==> src/rtl/rx_hex_parser.sv <==
// Assembles ASCII hex tokens from UART byte strobes into words behind a one-entry valid/ready register; `RX_HEX_LOWER_EN adds a-f digits.
// Latency: terminator to word_vld is 1 cycle; never backpressures the receiver, a word completing into a full register is dropped.
module rx_hex_parser #(
  parameter int MAX_DIGITS = 8
) (
  input  logic                    clk,
  input  logic                    rst_n,
  input  logic                    rx_vld,
  input  logic [7:0]              rx_data,
  input  logic                    word_rdy,
  output logic                    word_vld,
  output logic [4*MAX_DIGITS-1:0] word,
  output logic [3:0]              word_len,
  output logic                    err,
  output logic                    drop
);

  localparam int         W       = 4 * MAX_DIGITS;
  localparam logic [3:0] CNT_MAX = 4'(MAX_DIGITS);

  typedef enum logic [1:0] {S_IDLE, S_DIGIT, S_ERR} state_t;

  state_t       state_q, state_d;
  logic [W-1:0] acc_q, acc_d, word_q, word_d;
  logic [3:0]   cnt_q, cnt_d, len_q, len_d;
  logic         vld_q, vld_d, err_q, err_d, drop_q, drop_d;
  logic         is_digit, is_term, complete;
  logic [3:0]   nib;

  always_comb begin
    is_digit = 1'b0;
    nib      = 4'd0;
    if (rx_data >= 8'h30 && rx_data <= 8'h39) begin
      is_digit = 1'b1;
      nib      = rx_data[3:0];
    end else if (rx_data >= 8'h41 && rx_data <= 8'h46) begin
      is_digit = 1'b1;
      nib      = rx_data[3:0] + 4'd9;
`ifdef RX_HEX_LOWER_EN
    end else if (rx_data >= 8'h61 && rx_data <= 8'h66) begin
      is_digit = 1'b1;
      nib      = rx_data[3:0] + 4'd9;
`endif
    end
    is_term = (rx_data == 8'h20) || (rx_data == 8'h0D) || (rx_data == 8'h0A);
  end

  always_comb begin
    state_d  = state_q;
    acc_d    = acc_q;
    cnt_d    = cnt_q;
    err_d    = 1'b0;
    drop_d   = 1'b0;
    word_d   = word_q;
    len_d    = len_q;
    vld_d    = vld_q & ~word_rdy;
    complete = 1'b0;

    if (rx_vld) begin
      case (state_q)
        S_IDLE: begin
          if (is_digit) begin
            acc_d   = W'(nib);
            cnt_d   = 4'd1;
            state_d = S_DIGIT;
          end else if (!is_term) begin
            err_d   = 1'b1;
            state_d = S_ERR;
          end
        end
        S_DIGIT: begin
          if (is_digit && cnt_q != CNT_MAX) begin
            acc_d = {acc_q[W-5:0], nib};
            cnt_d = cnt_q + 4'd1;
          end else if (is_term) begin
            complete = 1'b1;
            acc_d    = '0;
            cnt_d    = 4'd0;
            state_d  = S_IDLE;
          end else begin
            // overflow and illegal bytes both poison the token
            err_d   = 1'b1;
            state_d = S_ERR;
          end
        end
        default: begin
          if (is_term) begin
            acc_d   = '0;
            cnt_d   = 4'd0;
            state_d = S_IDLE;
          end
        end
      endcase
    end

    if (complete) begin
      if (!vld_q || word_rdy) begin
        word_d = acc_q;
        len_d  = cnt_q;
        vld_d  = 1'b1;
      end else begin
        drop_d = 1'b1;
      end
    end
  end

  always_ff @(posedge clk or negedge rst_n) begin
    if (!rst_n) begin
      state_q <= S_IDLE;
      acc_q   <= '0;
      cnt_q   <= 4'd0;
      word_q  <= '0;
      len_q   <= 4'd0;
      vld_q   <= 1'b0;
      err_q   <= 1'b0;
      drop_q  <= 1'b0;
    end else begin
      state_q <= state_d;
      acc_q   <= acc_d;
      cnt_q   <= cnt_d;
      word_q  <= word_d;
      len_q   <= len_d;
      vld_q   <= vld_d;
      err_q   <= err_d;
      drop_q  <= drop_d;
    end
  end

  assign word_vld = vld_q;
  assign word     = word_q;
  assign word_len = len_q;
  assign err      = err_q;
  assign drop     = drop_q;

endmodule

==> config.mk <==
export PLATFORM = sky130hd
export DESIGN_NAME = rx_hex_parser
export DESIGN_NICKNAME = d
export VERILOG_FILES = /design/src/rtl/rx_hex_parser.sv
export SDC_FILE = /design/constraint.sdc
export NUM_CORES = 1
export LEC_CHECK = 0
export CORE_UTILIZATION = 40
export CTS_CLUSTER_SIZE = 10
export DETAILED_ROUTE_END_ITERATION = 8
export DONT_BUFFER_PORTS = 1
export GPL_TIMING_DRIVEN = 0
export PLACE_DENSITY_LB_ADDON = 0.25
export REMOVE_ABC_BUFFERS = 1
export SYNTH_ARGS = -nofsm -noshare
export SYNTH_HDL_FRONTEND = slang
export SYNTH_SLANG_ARGS = --single-unit
==> constraint.sdc <==
create_clock -name clk -period 2.4 [get_ports clk]
set_input_delay 0.12 -clock clk [delete_from_list [all_inputs] [get_ports clk]]
set_output_delay 0.12 -clock clk [all_outputs]
set_load 0.01 [all_outputs]
==> impl_metrics.env <==
export IMPL_cp_cell_sequence="inv_1 > ha_1 > nand3b_1 > or2_2 > o211ai_1 > o21a_4 > a22o_1"
export IMPL_finalMaxSlewViolations=0
export IMPL_synth_area_per_cell_sq_um=13.9
export IMPL_synth_top_flop_cell="dfrtp_1"
export IMPL_ys_types=40
export IMPL_grt_pass1_vias=2021
export IMPL_worst_setup_path_startpoint="cnt_q[0]"
export IMPL_power_total_mw=2.51
export IMPL_clock_insertion_delay_worst_skew_ps=340
export IMPL_crit_path_end="acc_q[14]"
export IMPL_detailedPlacementHpwl_um=3510
export IMPL_cp_max_fo=32
export IMPL_grt_max_degree=78
export IMPL_worst_ep_arrival_ps=2520
export IMPL_total_die_area_sq_um=8310
export IMPL_timing_rr_start="cnt_q[0]"
export IMPL_vias=1902
export IMPL_critPathBufInv=1
export IMPL_area_of_combinational_cells_with_multiple_inputs_sq_um=1190
export IMPL_dp_cells=321
export IMPL_final_routed_wirelength_um=5900
export IMPL_drt_pass1_iterations=4
export IMPL_postCtsSetupRepairBufs=0
export IMPL_rsz0062_at_grt="no"
export IMPL_detail_route_vias_per_cell=5.53
export IMPL_clock_fmax_mhz=446
export IMPL_port_buffers=0
export IMPL_wire_per_inst_um=17.2
export IMPL_ff_latch_area_sq_um=1930
export IMPL_timing_rr_end="acc_q[14]"
export IMPL_grt_antenna_before_repair=0
export IMPL_yosysSeqAreaShare_pct=60.6
export IMPL_maxSlewHeadroom_pct=41.0
export IMPL_path_clk_slew_ps=80
export IMPL_r2r_worst_path_cells=7
export IMPL_final_cell_count_without_fillers=344
export IMPL_timing_worst_slew_pin_value_ps=884
export IMPL_syn_area_sq_um=3180
export IMPL_drtIter0Drc=76
export IMPL_max_clock_path_buffers=2
export IMPL_fp_dieH_um=91.2
export IMPL_min_delay_path_class="in2reg"
export IMPL_coreArea_sq_um=7690
export IMPL_status="finished, final reports clean"
export IMPL_yosys_register_bits=77
export IMPL_ant_nets=0
export IMPL_std_cell_rows=32
export IMPL_routabilityCongestion=0.760
export IMPL_diodes=0
export IMPL_final_net_count=255
export IMPL_layout_filler_cells=695
export IMPL_globalRouteTotalUtil_pct=15.6
export IMPL_chipWidth_um=91.2
export IMPL_preCtsSetupSlack_ps=-387
export IMPL_start_util_pct=41.4
export IMPL_final_min_period_over_clock_period_pct=93.5
export IMPL_total_congestion_overflow_after_global_routing=0
export IMPL_worstSetupPathDepth=7
export IMPL_power_ir_vdd_worst_mv=0.230
export IMPL_synth_edf_count=0
export IMPL_top_level_ports=51
export IMPL_finalWorstPathRequiredPeriod_ps=2240
export IMPL_cp_required_ps=2670
export IMPL_clock_sinks=77
export IMPL_cts_tree="done"
export IMPL_cts_inserted_buffers=9
export IMPL_final_layout_size_suffix_gt1_share_pct=24.0
export IMPL_timing_critical_path_from_type="flop"
export IMPL_finClkSkew_ps=9.83
export IMPL_finalSetupViolCount=0
export IMPL_timing_setup_critical_path_class="reg2reg"
export IMPL_crit_path_max_incr_delay_ps=490
export IMPL_cts_root_buffer_cell="clkbuf_8"
export IMPL_fin_tns_setup_ps=0
export IMPL_ctsHtreeMaxLevel=3
export IMPL_yosys_warn_count=0
export IMPL_drv_cap=0
export IMPL_critical_path_slowest_cell="o21a_4"
export IMPL_worst_path_dominant_cell_family="compound AO/OA/AOI/OAI gates"
export IMPL_synthToLayoutAreaGrowth_pct=12.6
export IMPL_power_per_cell_area_nw_per_um2=701
export IMPL_global_route_wire_length_before_repair_um=10200
export IMPL_synth_cells=229
export IMPL_synth_async_reset_ratio_pct=100
export IMPL_fin_ws_ps=156
export IMPL_route_detailed_drc=0
export IMPL_rrSetupSlack_ps=160
export IMPL_leakage_power_total_nw=1.71
export IMPL_worstSetupEndpointType="flop"
export IMPL_hold_viol_final=0
## area by class of cell
| cell class | instances | area share, % |
|---|---|---|
| clock inverters | 6 | 2.62 |
| flip-flops and latches | 77 | 53.8 |
| repair buffers | 7 | 2.45 |
| multi-input cells | 137 | 33.2 |
| clock buffers | 10 | 3.84 |
| inverters | 5 | 0.524 |
| well taps | 102 | 3.57 |
## kinds of logic (layout without fill, tap and decap cells)
| family | Yosys count | count (layout) | share of synthesized area (%) |
|---|---|---|---|
| AOI/OAI and AO/OA | 62 | 62 | 15.5 |
| adders and majority gates | 6 | 6 | 2.36 |
| buffers and inverters | 15 | 28 | 2.64 |
| DFF | 77 | 77 | 60.6 |
| muxes | 37 | 37 | 13.1 |
| and+or+nand+nor | 30 | 30 | 5.27 |
| xor gates and xnor gates | 2 | 2 | 0.551 |
## sequential cells by signal (all words and copies together), names as in the netlist
signal and cells:
state_q 2, word 32, word_len 4, err 1, drop 1, cnt_q 4
acc_q 32, word_vld 1
## cell usage after synthesis (all sizes together), types with 2 or more instances
| library cell | n | area [sq um] |
|---|---|---|
| o21ai | 8 | 40.0 |
| o2bb2ai | 4 | 35.0 |
| buf | 7 | 53.8 |
| nor2b | 3 | 18.8 |
| dfrtp | 77 | 1930 |
| nand3 | 5 | 30.0 |
| a21oi | 7 | 35.0 |
| nor3 | 3 | 15.0 |
| nand2b | 3 | 18.8 |
| a21o | 2 | 15.0 |
| inv | 5 | 18.8 |
| a22o | 28 | 245 |
| xor2 | 2 | 17.5 |
| mux2 | 36 | 405 |
| nand2 | 8 | 30.0 |
| o211ai | 2 | 15.0 |
| ha | 6 | 75.1 |
| clkbuf | 3 | 11.3 |
## placed cells by master, fill, tap and decap left out, types with 2 or more instances in the layout
cell type      Yosys  final
nand2_1            8      8
nor3_1             3      3
a21o_1             2      2
ha_1               6      6
o2bb2ai_1          4      4
nand2b_1           3      3
o21ai_0            8      8
bufinv_16          0      2
a22o_1            28     28
a21oi_1            7      6
nand3_1            4      4
inv_1              5      5
xor2_1             2      2
clkbuf_8           0     10
o211ai_1           2      2
inv_6              0      2
nor2b_1            3      3
dlygate4sd3_1      0      6
dfrtp_1           77     77
mux2_2            36     36
## report_power, final
part	switching (mW)	internal, mW
combinational	0.0513	0.0299
clock	0.489	0.623
sequential	0.0113	1.30
total	0.551	1.96
## timing repair
| item | in CTS | in global routing |
|---|---|---|
| setup endpoints to repair | 1 | 0 |
| endpoints found under the hold margin | 82 | 0 |
| resized for setup | 1 | 0 |
| hold buffers | 7 | 0 |
## worst min-delay path by stage
stage               start  cells after the start    endpoint  slack (ps)
4_1_cts        rx_data[6]                      2  state_q[1]          20
3_3_place_gp        rst_n                      0    word[27]        -170
5_1_grt            rx_vld                      2    cnt_q[3]          30
3_5_place_dp        rst_n                      0    word[27]        -170
6_report           rx_vld                      2    cnt_q[3]          30
2_1_floorplan       rst_n                      0    acc_q[0]        -180
## stage by stage
step,hold WS (ps),utilization [%],instance area [sq um]
after floorplan,-176,-,3110
after global routing,29.3,46.6,3580
after detailed placement,-174,42.3,3250
after global placement,-174,42.2,3240
final,29.6,46.6,3580
after CTS,17.1,46.6,3580
## metal layers
layer  GRT usage, %  wire [um]
met5              0          0
met4           5.56         53
met1           20.3       2760
met3           6.03        356
met2           23.7       2730
Power figures use the tool's default switching activity.
